## src/rtl/camera_pixel_unpacker.sv

```systemverilog
// Unpacks multi-tap camera words into a single-pixel stream with x/y coordinates,
// tracking frame/line boundaries from the FVAL/LVAL sideband of accepted words.
module camera_pixel_unpacker #(
    parameter int unsigned TAPS        = 3,
    parameter int unsigned PIX_W       = 8,
    parameter int unsigned H_RES       = 512,
    parameter int unsigned V_RES       = 512,
    parameter int unsigned COORD_WIDTH = 10
) (
    input  logic                     i_clk,
    input  logic                     i_rst,
    input  logic                     i_word_valid,
    output logic                     o_word_ready,
    input  logic [TAPS*PIX_W-1:0]    i_word_data,
    input  logic                     i_fval,
    input  logic                     i_lval,
    input  logic                     i_dval,
    input  logic                     i_tap_reverse,
    output logic                     o_pixel_valid,
    input  logic                     i_pixel_ready,
    output logic [PIX_W-1:0]         o_pixel_data,
    output logic [COORD_WIDTH-1:0]   o_pixel_x,
    output logic [COORD_WIDTH-1:0]   o_pixel_y,
    output logic                     o_frame_done,
    output logic                     o_line_err,
    output logic [15:0]              o_frame_cnt,
    output logic                     o_sync_fval,
    output logic                     o_sync_lval
);

    localparam int unsigned WORD_W = TAPS * PIX_W;
    localparam int unsigned TAP_W  = (TAPS > 1) ? $clog2(TAPS) : 1;
    localparam logic [TAP_W-1:0]       LAST_TAP  = TAP_W'(TAPS - 1);
    localparam logic [COORD_WIDTH-1:0] COORD_MAX = '1;
    localparam logic [COORD_WIDTH-1:0] H_LIM     = COORD_WIDTH'(H_RES);
    localparam logic [COORD_WIDTH-1:0] V_LIM     = COORD_WIDTH'(V_RES);

    typedef enum logic {
        IDLE = 1'b0,
        EMIT = 1'b1
    } state_t;

    state_t                   state_q, state_d;
    logic [WORD_W-1:0]        word_q, word_d;
    logic                     rev_q, rev_d;
    logic [TAP_W-1:0]         idx_q, idx_d;
    logic [COORD_WIDTH-1:0]   x_q, x_d, y_q, y_d;
    logic                     sync_fval_q, sync_fval_d;
    logic                     sync_lval_q, sync_lval_d;
    logic [15:0]              frame_cnt_q, frame_cnt_d;
    logic                     pix_valid_q, pix_valid_d;
    logic [PIX_W-1:0]         pix_data_q, pix_data_d;
    logic [COORD_WIDTH-1:0]   pix_x_q, pix_x_d, pix_y_q, pix_y_d;
    logic                     frame_done_q, frame_done_d;
    logic                     line_err_q, line_err_d;

    logic                     word_accept;
    logic                     tap_advance;
    logic                     fval_rise, fval_fall, line_end;
    logic [COORD_WIDTH-1:0]   x_base, y_base, x_adv;

    function automatic logic [PIX_W-1:0] get_tap(input logic [WORD_W-1:0] word,
                                                 input logic [TAP_W-1:0]  k,
                                                 input logic              rev);
        logic [TAP_W-1:0] sel;
        sel = rev ? (LAST_TAP - k) : k;
        return PIX_W'(word >> (sel * PIX_W));
    endfunction

    function automatic logic [COORD_WIDTH-1:0] sat_inc(input logic [COORD_WIDTH-1:0] c);
        return (c == COORD_MAX) ? c : c + 1'b1;
    endfunction

    function automatic logic in_range(input logic [COORD_WIDTH-1:0] x,
                                      input logic [COORD_WIDTH-1:0] y);
        return (x < H_LIM) && (y < V_LIM);
    endfunction

    // Words are only taken while idle; reset forces ready low.
    assign o_word_ready = (state_q == IDLE) && !i_rst;
    assign word_accept  = i_word_valid && o_word_ready;
    // A dropped tap (valid low) still costs one cycle and then moves on.
    assign tap_advance  = !pix_valid_q || i_pixel_ready;

    assign fval_rise = i_fval && !sync_fval_q;
    assign fval_fall = !i_fval && sync_fval_q;
    // A line end also counts when FVAL drops in the same word.
    assign line_end  = !i_lval && sync_lval_q && (i_fval || sync_fval_q);

    // Next-state and register updates.
    always_comb begin
        state_d      = state_q;
        word_d       = word_q;
        rev_d        = rev_q;
        idx_d        = idx_q;
        x_d          = x_q;
        y_d          = y_q;
        sync_fval_d  = sync_fval_q;
        sync_lval_d  = sync_lval_q;
        frame_cnt_d  = frame_cnt_q;
        pix_valid_d  = pix_valid_q;
        pix_data_d   = pix_data_q;
        pix_x_d      = pix_x_q;
        pix_y_d      = pix_y_q;
        frame_done_d = 1'b0;
        line_err_d   = 1'b0;
        x_base       = x_q;
        y_base       = y_q;
        x_adv        = sat_inc(x_q);

        case (state_q)
            IDLE: begin
                if (word_accept) begin
                    word_d      = i_word_data;
                    rev_d       = i_tap_reverse;
                    sync_fval_d = i_fval;
                    sync_lval_d = i_lval;
                    if (fval_rise) begin
                        x_base = '0;
                        y_base = '0;
                    end
                    if (fval_fall) begin
                        frame_done_d = 1'b1;
                        frame_cnt_d  = frame_cnt_q + 16'd1;
                    end
                    if (line_end) begin
                        line_err_d = (x_base != H_LIM);
                        x_base     = '0;
                        y_base     = sat_inc(y_base);
                    end
                    x_d = x_base;
                    y_d = y_base;
                    // Tap 0 is presented straight from the incoming word.
                    if (i_lval && i_dval) begin
                        state_d     = EMIT;
                        idx_d       = '0;
                        pix_data_d  = get_tap(i_word_data, '0, i_tap_reverse);
                        pix_x_d     = x_base;
                        pix_y_d     = y_base;
                        pix_valid_d = in_range(x_base, y_base);
                    end
                end
            end
            EMIT: begin
                if (tap_advance) begin
                    x_d = x_adv;
                    if (idx_q == LAST_TAP) begin
                        state_d     = IDLE;
                        pix_valid_d = 1'b0;
                    end else begin
                        idx_d       = idx_q + 1'b1;
                        pix_data_d  = get_tap(word_q, idx_q + 1'b1, rev_q);
                        pix_x_d     = x_adv;
                        pix_y_d     = y_q;
                        pix_valid_d = in_range(x_adv, y_q);
                    end
                end
            end
            default: state_d = IDLE;
        endcase
    end

    always_ff @(posedge i_clk) begin
        if (i_rst) begin
            state_q      <= IDLE;
            word_q       <= '0;
            rev_q        <= 1'b0;
            idx_q        <= '0;
            x_q          <= '0;
            y_q          <= '0;
            sync_fval_q  <= 1'b0;
            sync_lval_q  <= 1'b0;
            frame_cnt_q  <= '0;
            pix_valid_q  <= 1'b0;
            pix_data_q   <= '0;
            pix_x_q      <= '0;
            pix_y_q      <= '0;
            frame_done_q <= 1'b0;
            line_err_q   <= 1'b0;
        end else begin
            state_q      <= state_d;
            word_q       <= word_d;
            rev_q        <= rev_d;
            idx_q        <= idx_d;
            x_q          <= x_d;
            y_q          <= y_d;
            sync_fval_q  <= sync_fval_d;
            sync_lval_q  <= sync_lval_d;
            frame_cnt_q  <= frame_cnt_d;
            pix_valid_q  <= pix_valid_d;
            pix_data_q   <= pix_data_d;
            pix_x_q      <= pix_x_d;
            pix_y_q      <= pix_y_d;
            frame_done_q <= frame_done_d;
            line_err_q   <= line_err_d;
        end
    end

    assign o_pixel_valid = pix_valid_q;
    assign o_pixel_data  = pix_data_q;
    assign o_pixel_x     = pix_x_q;
    assign o_pixel_y     = pix_y_q;
    assign o_frame_done  = frame_done_q;
    assign o_line_err    = line_err_q;
    assign o_frame_cnt   = frame_cnt_q;
    assign o_sync_fval   = sync_fval_q;
    assign o_sync_lval   = sync_lval_q;

endmodule
```

## config.mk

```make
export PLATFORM = sky130hd
export DESIGN_NAME = camera_pixel_unpacker
export DESIGN_NICKNAME = d
export VERILOG_FILES = /design/src/rtl/camera_pixel_unpacker.sv
export SDC_FILE = /design/constraint.sdc
export NUM_CORES = 1
export LEC_CHECK = 0
export CAP_MARGIN = 20
export CORE_AREA = 2 2 99 172
export DETAILED_ROUTE_END_ITERATION = 7
export DIE_AREA = 0 0 101 174
export PLACE_DENSITY = 0.53
export SLEW_MARGIN = 20
export SYNTH_ARGS = -nofsm -noshare
export SYNTH_HDL_FRONTEND = slang
export SYNTH_SLANG_ARGS = --single-unit
```

## constraint.sdc

```tcl
create_clock -name i_clk -period 6.6 [get_ports i_clk]
set_clock_uncertainty 0.1 [all_clocks]
set_input_delay 1.32 -clock i_clk [delete_from_list [all_inputs] [get_ports i_clk]]
set_output_delay 1.32 -clock i_clk [all_outputs]
set_load 0.005 [all_outputs]
```

=== Word-level counts from Yosys, hierarchy flattened ===
Index checks and enable logic that the tools add are counted.

* Flip-flop bits (word level): 97
* Input bits: 32
* Output and inout port bits: 50
* Word-level logic and storage cells: 110

* $add $sub $neg: 5
* Order comparisons: 4
* Eq/ne operators: 8
* Shifts and indexed selects: 2
* Mux-type cells: 50
* Bitwise gates (word level): 3
* Reduce and logical (&&, ||, !) cells: 23

{| class="wikitable"
|+ Operator list
! kind !! number
|-
| 10-bit 2-to-1 mux || 24
|-
| 10-bit case mux with 2 select lines || 3
|-
| 24-bit by 5-bit >> shifter with 8-bit output || 2
|-
| 10-bit < comparator, second input constant || 4
|-
| 8-bit 2-to-1 mux || 4
|-
| 10-bit by 1-bit adder with 10-bit output, second input constant || 2
|-
| 10-bit == test, second input constant || 2
|-
| 16-bit by 1-bit adder with 16-bit output, second input constant || 1
|-
| 8-bit case mux with 2 select lines || 1
|-
| 2-bit 2-to-1 mux || 6
|-
| 10-bit != test, second input constant || 1
|-
| 1-bit logical AND || 9
|-
| 1-bit 2-to-1 mux || 9
|-
| 3-bit AND reduction || 2
|-
| 1-bit zero test || 5
|-
| 2-bit by 1-bit != test with 1-bit output, second input constant || 2
|-
| 2-bit != test, second input constant || 2
|-
| 1-bit case mux with 2 select lines || 2
|-
| 2-bit case mux with 2 select lines || 1
|-
| 2-bit AND reduction || 2
|-
| 4-bit AND reduction || 1
|-
| 4-bit OR reduction || 1
|-
| 1-bit NOT || 3
|-
| 3-bit OR reduction || 1
|-
| 4 further kinds || 5
|}

=== Depth between registers and ports, before layout ===
* Word-level depth: 15
* Depth in mapped cells: 10
* Depth with buffers taken out: 8

=== Worst setup path after synthesis ===
No wires, ideal clock.

* Kind: input to output
* From: input i_rst
* To: output o_word_ready
* Arrival: 2.144 ns
* Data required time: 5.180 ns
* Setup slack: 3.036 ns
* Stages: 4
* Path buffers: 3
* Path through: buf_2 -> clkbuf_1 -> buf_1 -> nor2_1

* Longest elaborated chain between the ends: 2

{| class="wikitable"
|+ Ends and longest elaborated chain
! item !! RTL line !! source
|-
| start: declaration || 11 || <nowiki>input logic i_rst,</nowiki>
|-
| 1-bit zero test || 80 || <nowiki>assign o_word_ready = (state_q == IDLE) && !i_rst;</nowiki>
|-
| 1-bit logical AND || 80 ||
|-
| end: declaration || 13 || <nowiki>output logic o_word_ready,</nowiki>
|}

Every way passes these cells.

=== Worst setup path in the final report ===
* From: input i_fval
* To: register y_q[1]

* Longest elaborated chain between the ends: 9
* Elaborated cells between the ends (all ways): 12
* Classes of those cells: add/sub (1); eq/ne (1); mux (7); reduce/logical (3)

{| class="wikitable"
|+ Ends and longest elaborated chain
! item !! RTL line !! source
|-
| start: declaration || 15 || <nowiki>input logic i_fval,</nowiki>
|-
| 1-bit logical AND || 85 || <nowiki>assign fval_rise = i_fval && !sync_fval_q;</nowiki>
|-
| 10-bit 2-to-1 mux || 118 || <nowiki>if (fval_rise) begin</nowiki>
|-
| 10-bit 2-to-1 mux || 113 || <nowiki>if (word_accept) begin</nowiki>
|-
| 10-bit 2-to-1 mux || 111 || <nowiki>case (state_q)</nowiki>
|-
| 10-bit by 1-bit adder with 10-bit output or 10-bit == test (tied branches) || 71 || <nowiki>return (c == COORD_MAX) ? c : c + 1'b1;</nowiki>
|-
| 10-bit 2-to-1 mux || 71 ||
|-
| 10-bit 2-to-1 mux * || 126 || <nowiki>if (line_end) begin</nowiki>
|-
| 10-bit 2-to-1 mux * || 113 ||
|-
| 10-bit 2-to-1 mux * || 111 ||
|-
| end signal: assignment || 186 || <nowiki>y_q <= y_d;</nowiki>
|-
| end: declaration || 47 || <nowiki>logic [COORD_WIDTH-1:0] x_q, x_d, y_q, y_d;</nowiki>
|}

Mark *: on every way between the ends. The rest lies on a longest branch, timed or not. The select of a mux whose other input is x is not followed.
A chain may end at the register's enable or synchronous reset.

==> results.py <==
metrics = {
    "floorplanning": {
        "start_util_pct": 29.2,
        "die_x_microns": 101,
        "die_area_sq_um": 17600,
        "die_y_microns": 174,
        "io_pins": 82,
        "num_rows": 62,
        "core_sq_um": 16300,
    },
    "sta": {
        "hold_ws_ns": 0.357,
        "finalSetupTns_ns": 0,
        "hold_viol_final": 0,
        "worst_slew_pin_slew_ns": 0.835,
        "period_minus_slack_ns": 3.91,
        "maxSlewViolCount": 0,
        "rsz0062_at_grt": "no",
        "max_freq_ghz": 0.256,
        "finalCritPeriodShare_pct": 59.2,
        "slew-limit-headroom_pct": 44.0,
        "setup_viol": 0,
    },
    "place": {
        "dpl.hpwl_mm": 9.95,
        "routabilityCongestion": 0.846,
        "portBuffers": 81,
        "postPlaceCellArea_sq_um": 5690,
    },
    "clock_network": {
        "cts.repair.resized": 0,
        "cts_sinks": 97,
        "clock_path_buffers": 2,
        "clk_latency_ns": 0.35,
        "cts_hold_buf": 0,
        "clkTransAtPathRegs_ns": 0.08,
        "numCtsBuffers": 9,
        "cts_tree": "done",
        "htree_levels": 3,
        "cts_setup_buffers": 0,
        "clock-root-buffer": "clkbuf_16",
    },
    "pwr": {
        "finalPower_uw": 1290,
        "combPwrFrac_pct": 10.8,
        "pwr-share-clk_pct": 41.1,
        "p_leak_uw": 0.00210,
        "p_switching_uw": 348,
        "p_seq_share_pct": 48.1,
        "irDropWorstVdd_uv": 123,
        "p_per_area_nw_per_um2": 215,
        "switching_share_pct": 27.0,
        "power.internal_uw": 940,
    },
    "setup_path": {
        "path_max_fanout": 15,
        "worst_setup_path_end_kind": "flip-flop",
        "cp.required_ns": 6.71,
        "critPathLaunchType": "primary input",
        "crit_type": "in2reg",
        "worst_ep_arrival_time_ns": 4.01,
    },
    "route": {
        "wl_mm": 14.0,
        "via_per_inst": 5.36,
        "first_pass_iters": 6,
        "vias": 4619,
        "first_iter_violations": 233,
        "drc": 0,
        "antenna_left": 0,
        "wl_per_cell_microns": 16.3,
    },
    "synthesis": {
        "syn_area_per_cell_sq_um": 7.84,
        "synth_xor_area_share_pct": 2.73,
        "synth_compound_area_share_pct": 21.2,
        "synth_nets": 644,
        "synth_seq_cells": 97,
        "yosysWarnings": 0,
        "syn-cell-area_sq_um": 4760,
        "syn_inst": 608,
        "async_flop_share_pct": 0,
        "yosys.area_share.adder_pct": 1.05,
        "yosys.area_share.simple_pct": 25.6,
        "ys_types": 62,
        "synth_top_family_by_area": "simple AND/OR/NAND/NOR gates",
        "synth_edf_count": 0,
        "synth_mux_area_share_pct": 4.28,
        "ys_seq_area_share_pct": 40.8,
        "yosys_most_used_dff": "dfxtp_1",
    },
    "finish": {
        "final_area_sq_um": 5990,
        "nNetsFinal": 701,
        "area_growth_pct": 25.7,
        "layout_commonest_cell": "nand2_1",
        "drive_above_1_share_pct": 5.22,
        "n_antenna_cell": 0,
        "layout_common_cells": "nand2_1, dfxtp_1, clkdlybuf4s50_1, o21ai_0, a21oi_1",
        "fin_util_pct": 36.8,
    },
    "grt": {
        "antenna_found_initial": 0,
        "grt_first_pass_wirelength_mm": 22.3,
        "grt_usage_pct": 15.8,
        "grt_max_degree": 51,
        "grt_overflow": 0,
        "grt_pass1_vias": 4502,
    },
    "flow_run": {
        "maxCapViolations": 0,
    },
    "outcome": {
        "outcome": "completed",
    },
    "hold_path": {
        "worst_hold_path_type": "reg2reg",
    },
}
## routing by layer
metal  track usage [%]  wire (microns)  vias up
met1              18.3            5730     2193
met5                 0               0        -
li1                  -               -     2272
met3              1.61             474       28
met2              27.9            7370      126
met4              8.67             446        0
## sequential cells by signal, summed over array words and instances, names as in the netlist
register and cells:
o_pixel_x 10, rev_q 1, o_pixel_y 10, y_q 10
o_pixel_data 8, word_q 24, idx_q 2, o_sync_lval 1
o_pixel_valid 1, o_frame_done 1, x_q 10, state_q 1
o_line_err 1, o_sync_fval 1, o_frame_cnt 16
## power groups by stage
stage	logic, uW	clock network [uW]	registers [uW]
floorplan	79.1	0	629
global placement	138	0	632
detailed placement	139	0	633
CTS	140	540	619
global route	153	562	622
finish	139	529	619
## cells in the mapped netlist (6+ instances only)
master | n | area share, %
nand2b_1 | 6 | 0.79
buf_1 | 6 | 0.47
nand4_1 | 14 | 1.8
a31oi_1 | 7 | 0.92
a21oi_1 | 57 | 6.0
o211ai_1 | 6 | 0.95
dfxtp_1 | 97 | 41
mux2i_1 | 17 | 3.6
inv_1 | 8 | 0.63
xor2_1 | 9 | 1.7
nand2_1 | 112 | 8.8
o21ai_0 | 61 | 6.4
nand3_1 | 31 | 3.3
clkbuf_1 | 26 | 2.0
and3_1 | 10 | 1.3
nor2_1 | 35 | 2.8
or3_1 | 9 | 1.2
nor3_1 | 8 | 0.84
## final timing paths
check | from | depth (start not counted) | slack [ns] | endpoint
max | i_fval | 9 | 2.69 | y_q[1]
min | o_pixel_data[6] | 2 | 0.36 | o_pixel_data[6]
max reg2reg | state_q | 6 | 3.60 | o_pixel_x[4]
min reg2reg | o_pixel_data[6] | 2 | 0.36 | o_pixel_data[6]
## cell type report
type                       count  area, sq um
fill                        1704        10300
multi-input combinational    460         2620
sequential                    97         1940
timing repair buffer          87          851
tap                          192          240
clock buffer                  10          239
clock inverter                 6         62.6
inverter                      10         37.5
## worst max-delay path, stage by stage
cell,delay [ns]
clkdlybuf4s50_1,0.48
nand2b_1,0.47
and2_1,0.27
ha_1,0.19
and3_1,0.38
nand2_1,0.12
o21ai_1,0.45
mux2i_1,0.24
o21ai_0,0.09
## cells by family (layout without fill, tap and decap cells)
group                      after synthesis  count (layout)
AOI/OAI and AO/OA                      168             168
adders and majority gates                4               4
muxes                                   20              20
and+or+nand+nor                        254             254
xor gates and xnor gates                14              14
DFF                                     97              97
buffers and inverters                   51             113
## through the flow
step | setup WS, ns | instances
final | 2.69 | 862
after global routing | 2.46 | 862
after CTS | 2.72 | 862
after detailed placement | 2.38 | 846
after global placement | 2.48 | 846
after floorplan | 3.04 | 608
Note: power is estimated with default switching activity, not from simulation.
